File: src/rtl/uart_loader.sv
// Host-to-core program loader: decodes header words from the UART receive FIFO, streams
// payload words into instruction memory and returns one status word on the transmit FIFO.
module uart_loader #(
  parameter int unsigned DBIT   = 32,
  parameter int unsigned ADDR_W = 10
) (
  input  logic              i_clk,
  input  logic              i_reset,
  input  logic              i_rx_empty,
  input  logic [DBIT-1:0]   i_r_data,
  output logic              o_rd_uart,
  input  logic              i_tx_full,
  output logic              o_wr_uart,
  output logic [DBIT-1:0]   o_w_data,
  output logic              o_mem_we,
  output logic [ADDR_W-1:0] o_mem_addr,
  output logic [DBIT-1:0]   o_mem_data,
  output logic              o_busy,
  output logic              o_prog_done
);

  typedef enum logic [1:0] {StIdle, StData, StAck} state_e;

  localparam logic [7:0] CmdLoad = 8'hA5;
  localparam logic [7:0] CmdPing = 8'h5A;

  state_e            state_q, state_d;
  logic [11:0]       start_q, start_d;
  logic [11:0]       count_q, count_d;
  logic [11:0]       written_q, written_d;
  logic [ADDR_W-1:0] addr_q, addr_d;
  logic              is_load_q, is_load_d;
  logic [DBIT-1:0]   w_data_q, w_data_d;
  logic              mem_we_q, mem_we_d;
  logic [ADDR_W-1:0] mem_addr_q, mem_addr_d;
  logic [DBIT-1:0]   mem_data_q, mem_data_d;
  logic              prog_done_q, prog_done_d;
  logic              rd, wr;
  logic [7:0]        hdr_cmd;

  // Status words are 32 bits; zero-extend to the UART word width.
  function automatic logic [DBIT-1:0] status_word(input logic [31:0] w);
    logic [DBIT-1:0] tmp;
    tmp       = '0;
    tmp[31:0] = w;
    return tmp;
  endfunction

  assign hdr_cmd = i_r_data[31:24];

  always_comb begin
    state_d     = state_q;
    start_d     = start_q;
    count_d     = count_q;
    written_d   = written_q;
    addr_d      = addr_q;
    is_load_d   = is_load_q;
    w_data_d    = w_data_q;
    mem_we_d    = 1'b0;
    mem_addr_d  = mem_addr_q;
    mem_data_d  = mem_data_q;
    prog_done_d = 1'b0;
    rd          = 1'b0;
    wr          = 1'b0;
    unique case (state_q)
      StIdle: begin
        if (!i_rx_empty) begin
          rd        = 1'b1;
          start_d   = i_r_data[23:12];
          count_d   = i_r_data[11:0];
          written_d = '0;
          addr_d    = i_r_data[12 +: ADDR_W];
          is_load_d = (hdr_cmd == CmdLoad);
          if (hdr_cmd == CmdLoad && i_r_data[11:0] != 12'h000) begin
            state_d = StData;
          end else if (hdr_cmd == CmdLoad || hdr_cmd == CmdPing) begin
            state_d  = StAck;
            w_data_d = status_word({8'hAC, i_r_data[23:12], 12'h000});
          end else begin
            state_d  = StAck;
            w_data_d = status_word({8'hEE, 16'h0000, hdr_cmd});
          end
        end
      end
      StData: begin
        if (!i_rx_empty) begin
          rd         = 1'b1;
          mem_we_d   = 1'b1;
          mem_addr_d = addr_q;
          mem_data_d = i_r_data;
          addr_d     = addr_q + ADDR_W'(1);
          written_d  = written_q + 12'd1;
          if (written_d == count_q) begin
            state_d  = StAck;
            w_data_d = status_word({8'hAC, start_q, written_d});
          end
        end
      end
      StAck: begin
        if (!i_tx_full) begin
          wr          = 1'b1;
          prog_done_d = is_load_q;
          state_d     = StIdle;
        end
      end
      default: state_d = StIdle;
    endcase
  end

  always_ff @(posedge i_clk or negedge i_reset) begin
    if (!i_reset) begin
      state_q     <= StIdle;
      start_q     <= '0;
      count_q     <= '0;
      written_q   <= '0;
      addr_q      <= '0;
      is_load_q   <= 1'b0;
      w_data_q    <= '0;
      mem_we_q    <= 1'b0;
      mem_addr_q  <= '0;
      mem_data_q  <= '0;
      prog_done_q <= 1'b0;
    end else begin
      state_q     <= state_d;
      start_q     <= start_d;
      count_q     <= count_d;
      written_q   <= written_d;
      addr_q      <= addr_d;
      is_load_q   <= is_load_d;
      w_data_q    <= w_data_d;
      mem_we_q    <= mem_we_d;
      mem_addr_q  <= mem_addr_d;
      mem_data_q  <= mem_data_d;
      prog_done_q <= prog_done_d;
    end
  end

  // FIFO strobes are Mealy; gate with reset so neither FIFO moves while held.
  assign o_rd_uart   = rd & i_reset;
  assign o_wr_uart   = wr & i_reset;
  assign o_w_data    = w_data_q;
  assign o_mem_we    = mem_we_q;
  assign o_mem_addr  = mem_addr_q;
  assign o_mem_data  = mem_data_q;
  assign o_busy      = (state_q != StIdle);
  assign o_prog_done = prog_done_q;

endmodule

File: config.mk
export PLATFORM = sky130hd
export DESIGN_NAME = uart_loader
export DESIGN_NICKNAME = d
export VERILOG_FILES = /design/src/rtl/uart_loader.sv
export SDC_FILE = /design/constraint.sdc
export NUM_CORES = 1
export LEC_CHECK = 0
export ABC_AREA = 1
export ABC_CLOCK_PERIOD_IN_PS = 2000
export CORE_UTILIZATION = 37
export DETAILED_ROUTE_END_ITERATION = 10
export DONT_BUFFER_PORTS = 1
export HOLD_SLACK_MARGIN = 0.1
export RECOVER_POWER = 25
export SLEW_MARGIN = 10
export SYNTH_ARGS = -nofsm -noshare
export SYNTH_HDL_FRONTEND = slang
export SYNTH_SLANG_ARGS = --single-unit
File: constraint.sdc
create_clock -name i_clk -period 2 [get_ports i_clk]
set_input_delay 0.4 -clock i_clk [delete_from_list [all_inputs] [get_ports i_clk]]
set_output_delay 0.4 -clock i_clk [all_outputs]
set_load 0.05 [all_outputs]
==> run summary, run 1 <==
Via count -> 4878
Fin Hold WS -> -0.315 ns
Rows -> 44
Hold Crit Class -> in2async
Synth top area cells -> dfrtp_1, nand2_1, o21ai_0, nand3_1, inv_1
Wire per inst -> 17.8 µm
Pwr dens -> 1810 nW/µm²
Sw Pwr -> 6.20 mW
Comb power frac -> 0.300
Final Hold Violating Endpoints -> 119
Final setup fails -> 25
Proportion of layout cells with a drive suffix above 1 -> 0.220
CTS max path bufs -> 2
Switch share -> 0.483
Post-Place Setup Slack -> -0.141 ns
Initial antenna violation count -> 0
Reg power frac -> 0.472
Pre-antenna DRT Iters -> 7
Nets -> 775
CTS Buf Count -> 17
P_leak -> 3.40 nW
Slew @ Worst Pin -> 0.570 ns
Number of DRC markers in iteration 0 -> 481
Yosys Warn Count -> 0
Num ports -> 115
Final min period -> 2.07 ns
Area growth syn-to-layout -> 26.8%
Slew margin rel. -> 0.619
Diode count -> 0
RSZ-0062 raised after global routing -> true
Port Buffers -> 0
WP data arrival -> 2.37 ns
Layout Skew -> 0.00691 ns
Critical-path top delay cell -> dfrtp_2
Maximum vdd drop -> 0.000970 V
Most frequent cells in the layout -> nand2_1, dfrtp_1, o21ai_0
WP buf/inv -> 1
Final core occ -> 0.484
CP max stage delay -> 0.43 ns
Final Worst Setup Slack -> -0.0694 ns
Worst R2R Setup Slack -> -0.07 ns
Final GP Congestion -> 0.874
Number of vias per cell -> 5.22
DRC -> 12
Synthesized cell area -> 5590 µm²
Clock Root Buffer -> clkbuf_16
Vias in the first global route -> 4610
Share of the synthesized area in the top cell type -> 0.533
Initial Util -> 0.382
Die Ht -> 125 µm
Status -> finished with violations
Core area -> 14600 µm²
Syn Area/Cell -> 8.00 µm²
Reg2Reg Depth -> 14
Clk pwr share -> 0.228
Worst path top cell family by delay -> simple AND/OR/NAND/NOR gates
Fin crit share -> 1.03
Critical path peak fanout -> 7
Setup CP Type -> reg2reg
Final WL -> 16.6 mm
HPWL Detailed -> 11.1 mm
Pins Over Slew Limit -> 0
Int Pwr -> 6.63 mW
Clk_lat worst skew -> 0.42 ns
Fmax -> 0.483 GHz
Commonest non-fill, non-tap cell in the layout -> nand2_1
Mapped Cells -> 699
GRT Resource Usage Total -> 0.209
Clock sink total -> 119
Setup tns final -> -0.916 ns
Startpoint Class -> flop
Largest net degree at the start of global routing -> 121
CP Capture Type -> flop
Die Span X -> 125 µm
Post-route antenna net violation count -> 0
Overflow after GRT -> 0
Die area -> 15600 µm²
First-pass GRT wire length -> 25.0 mm
Count of cell types in the netlist -> 33
Number of synthesized register bits -> 119
Violated checks -> DRC, hold timing, setup timing
Yosys top cell by area -> dfrtp_1
Crit-path cells -> ha_4 -> nand2_8 -> nor2_4 -> nand3_2 -> nand3_2 -> nand2_2 -> inv_1 -> nand3_2 -> nor2_2 -> nand2_4 -> nand2_8 -> nand2_8 -> nand2_2 -> nand2_1
# fillers -> 1418
Crit Reg-Reg Endpoint -> o_w_data[19]
CTS tree -> built
CP required -> 2.30 ns
Clock transition at the registers of the reported paths -> 0.06 ns
Post-synthesis sequential area ratio -> 0.533
Htree depth -> 4
Count of hold-fix buffers inserted at cts -> 2
RR Startpoint -> written_q[1]
Max_cap viols -> 0
## cell type report
type | instances | area (µm²) | share of cell area
Clock buffer | 24 | 502 | 0.0708
Clock inverter | 8 | 70.1 | 0.00988
Inverter | 78 | 298 | 0.0420
Multi-Input combinational cell | 476 | 2550 | 0.360
Sequential cell | 119 | 2990 | 0.421
Tap cell | 184 | 230 | 0.0325
Timing Repair Buffer | 45 | 452 | 0.0637
## how the worst max path moves through the flow
stage	depth (start not counted)	from	end	slack, ns
after CTS	15	written_q[1]	o_w_data[19]	0.01
final	14	written_q[1]	o_w_data[19]	-0.07
after floorplan	4	state_q[1]	o_rd_uart	0.12
after global routing	15	written_q[1]	o_w_data[19]	-0.14
after global placement	13	written_q[1]	o_w_data[12]	-0.06
after detailed placement	13	written_q[1]	o_w_data[1]	-0.14
## synthesized netlist by cell type
cell type	number
o21ai_1	1
nor2_4	2
buf_1	1
nand2_2	1
nand3b_1	2
nand2_4	2
o22ai_1	5
or2_2	1
nand4_1	6
ha_1	2
buf_4	8
inv_2	1
o21ai_0	91
nand2_1	224
xor2_1	4
nor2_1	33
buf_6	2
nand3_1	66
inv_1	77
dfrtp_1	119
nor4_1	6
a22oi_1	4
o211ai_1	1
a31oi_1	2
a22o_1	2
clkbuf_1	18
a21oi_1	6
buf_2	3
nor3_1	2
conb_1	1
a21boi_0	1
nor2_2	3
a32oi_1	2
## stage by stage
step | power (mW) | instance area [µm²] | hold slack [ns] | instances
after CTS | 12.2 | 6610 | -0.339 | 922
after global routing | 13.5 | 7090 | -0.348 | 934
final | 12.8 | 7090 | -0.315 | 934
after global placement | 9.05 | 5990 | 0.109 | 887
after floorplan | 8.04 | 5600 | 0.104 | 700
after detailed placement | 9.18 | 5990 | 0.106 | 887
## worst reg2reg max path, stage by stage (launching register included)
cell and delay (ns):
dfrtp_2 0.43, ha_4 0.19, nand2_8 0.08, nor2_4 0.18, nand3_2 0.10, nand3_2 0.09
nand2_2 0.05, inv_1 0.06, nand3_2 0.07, nor2_2 0.16, nand2_4 0.12, nand2_8 0.15
nand2_8 0.11, nand2_2 0.10, nand2_1 0.06
## registers in the layout, indices dropped and copies added, names as in the netlist
signal and flops:
o_mem_addr 10, is_load_q 1, count_q 12, o_prog_done 1, start_q 12, state_q 2
o_mem_we 1, written_q 12, o_mem_data 32, o_w_data 26, addr_q 10
## layer usage
layer	track usage	wire length [µm]	share of wire	vias to the layer above
met4	0.0603	265	0.016	0
met3	0.0790	1290	0.078	21
li1	-	-	-	2332
met1	0.270	7300	0.44	2346
met5	0	0	0	-
met2	0.329	7760	0.47	179
## power groups by stage
stage / logic, mW / registers (mW) / clock network, mW
2_1_floorplan: 2.20 / 5.84 / 0
3_3_place_gp: 3.03 / 6.02 / 0
3_5_place_dp: 3.13 / 6.05 / 0
4_1_cts: 3.17 / 6.02 / 2.97
5_1_grt: 4.26 / 6.18 / 3.08
6_report: 3.85 / 6.06 / 2.92
## logic make-up after synthesis
family / count (synthesis) / share of synthesized area
AOI/OAI and AO/OA: 115 / 0.110
and+or+nand+nor: 348 / 0.263
xor gates and xnor gates: 4 / 0.00627
DFF: 119 / 0.533
buffers and inverters: 110 / 0.0826
other: 1 / 0.000671
adders and majority gates: 2 / 0.00448
## repair_timing
item,CTS,global route
hold endpoints to repair,125,119
pin swaps,2,37
setup endpoints to repair,27,29
resized for setup,7,87
cloned,1,7
buffers inserted,0,5
Power figures use the tool's default switching activity.
==> run 2, diff against run 1 <==
--- a/config.mk
+++ b/config.mk
@@ -7,6 +7,7 @@
 export LEC_CHECK = 0
 export ABC_AREA = 1
 export ABC_CLOCK_PERIOD_IN_PS = 2000
+export CORE_MARGIN = 5
 export CORE_UTILIZATION = 37
 export DETAILED_ROUTE_END_ITERATION = 10
 export DONT_BUFFER_PORTS = 1
@@ -16,3 +17,4 @@
 export SYNTH_ARGS = -nofsm -noshare
 export SYNTH_HDL_FRONTEND = slang
 export SYNTH_SLANG_ARGS = --single-unit
+export TNS_END_PERCENT = 5
==> run 2 against run 1 <==
The run ends with hold timing, setup timing left. Clock skew up 0.0032 ns. Largest cell class unchanged. Non-clock buffer count is 5 lower. Sequential cell count did not move. Cell count down 0.54%. Clock power grew 12%. Critical path depth decreased by 2. Global-route usage down 3.2 points. Sequential power decreased by 0.7%. Routed wire length is 6.4% lower. Die area grew 13%.
==> run summary, run 2 (same netlist as run 1, synthesis figures left out) <==
Area growth syn-to-layout -> 20.1%
Slew margin rel. -> 0.614
WP data arrival -> 2.33 ns
Number of DRC markers in iteration 0 -> 388
P_leak -> 3.32 nW
CP required -> 2.30 ns
RSZ-0062 raised after global routing -> true
Area post-placement -> 6010 µm²
M3 GR Usage -> 0.0574
Final Worst Setup Slack -> -0.0241 ns
Largest net degree at the start of global routing -> 121
Post-route antenna net violation count -> 0
Number of flip-flops in the largest register -> 32
Layout Skew -> 0.0101 ns
# fillers -> 1460
Die Ht -> 133 µm
Wire per inst -> 16.7 µm
Critical path peak fanout -> 27
Fin crit share -> 1.01
Via count -> 4722
Fin Hold WS -> -0.315 ns
HPWL Detailed -> 11.3 mm
Commonest non-fill, non-tap cell in the layout -> nand2_1
Maximum vdd drop -> 0.00133 V
Initial Util -> 0.372
Final WL -> 15.6 mm
Pre-antenna DRT Iters -> 4
Clock Root Buffer -> clkbuf_16
Die Span X -> 133 µm
Count of hold-fix buffers inserted at cts -> 2
Max_cap viols -> 0
Hold Crit Class -> in2async
Status -> finished with violations
First-pass GRT wire length -> 24.6 mm
Setup tns final -> -0.226 ns
Final min period -> 2.02 ns
GRT Resource Usage Total -> 0.177
Initial antenna violation count -> 0
Final setup fails -> 22
Busiest grt layer -> met2
Final Hold Violating Endpoints -> 119
Setup CP Type -> reg2reg
Pwr dens -> 1870 nW/µm²
Most frequent cells in the layout -> nand2_1, dfrtp_1, o21ai_0
Fmax -> 0.494 GHz
DRC -> 0
Area occupied by multi-input gates -> 2190 µm²
Final GP Congestion -> 0.957
Num ports -> 115
Pins Over Slew Limit -> 0
Nets -> 766
Register area -> 2980 µm²
Clock transition at the registers of the reported paths -> 0.06 ns
Clk_lat worst skew -> 0.42 ns
Violated checks -> hold timing, setup timing
Startpoint Class -> flop
Met1 Use GR -> 0.238
CP Capture Type -> flop
Number of vias per cell -> 5.08
Rows -> 45
Overflow after GRT -> 0
Proportion of layout cells with a drive suffix above 1 -> 0.119
Port Buffers -> 0
Final Cell Area -> 6710 µm²
CTS tree -> built
Htree depth -> 4
Grt met2 use -> 0.277
Vias in the first global route -> 4520
Die area -> 17700 µm²
Core area -> 15000 µm²
Diode count -> 0
Clock sink total -> 119
CTS Buf Count -> 17
Slew @ Worst Pin -> 0.580 ns
CTS max path bufs -> 2
[run 2: cell types whose count changed in the layout (fill, tap and decap cells not counted), sizes merged]
cell    change
buf         -3
clkbuf      -5
nand2       -4
bufinv      +3
[run 2: final timing paths]
check	to	cells past startpoint	slack, ns	startpoint
worst max-delay path	o_w_data[19]	12	-0.02	written_q[0]
worst min-delay path	written_q[2]	0	-0.31	i_reset
worst max register to register	o_w_data[19]	12	-0.02	written_q[0]
worst min register to register	start_q[1]	2	0.49	start_q[1]
max in group asynchronous	o_mem_data[10]	0	2.15	i_reset
min in group i_clk	start_q[6]	2	0.15	i_r_data[18]
[run 2: layout make-up]
| type | instances | share of cell area |
|---|---|---|
| timing repair buffer | 40 | 0.0548 |
| inverter | 78 | 0.0436 |
| multi-input combinational | 472 | 0.327 |
| clock buffer | 21 | 0.0701 |
| tap | 188 | 0.0351 |
| clock inverter | 11 | 0.0255 |
| sequential | 119 | 0.444 |
[run 2: worst max-delay path: stages (launching register included)]
cell	delay [ns]
dfrtp_1	0.35
buf_4	0.13
inv_1	0.11
buf_4	0.18
or2_2	0.26
a21oi_1	0.13
nand4_1	0.11
nor2_1	0.12
nand2_1	0.09
nand2_4	0.12
nand2_8	0.14
nand2_1	0.11
nand2_1	0.07
[run 2: routing by layer]
layer / vias to the layer above / part of all wire
li1: 2303 / -
met3: 18 / 0.081
met1: 2233 / 0.43
met5: - / 0
met2: 168 / 0.47
met4: 0 / 0.015
[run 2: through the flow]
step	util	total power, mW	hold WS [ns]	std cells	worst slack (ns)
after floorplan	-	8.04	0.104	700	-0.0995
after global placement	0.400	9.13	0.109	893	-0.0664
after detailed placement	0.400	9.23	0.107	893	-0.130
after CTS	0.445	12.6	-0.339	927	-0.00842
after global routing	0.446	13.2	-0.338	929	-0.203
final	0.446	12.5	-0.315	929	-0.0241
[run 2: power breakdown]
part | leakage [nW] | switching [mW] | internal [mW]
Clock | 0.309 | 1.10 | 2.18
Combinational | 1.50 | 2.04 | 1.17
Sequential | 1.51 | 2.71 | 3.31
[run 2: what timing repair did]
item | 4_1_cts | 5_1_grt
hold endpoints to repair | 125 | 119
resized for setup | 4 | 3
setup buffers | 0 | 1
pin swaps | 0 | 1
endpoints found under the setup margin | 29 | 28
cloned | 0 | 1
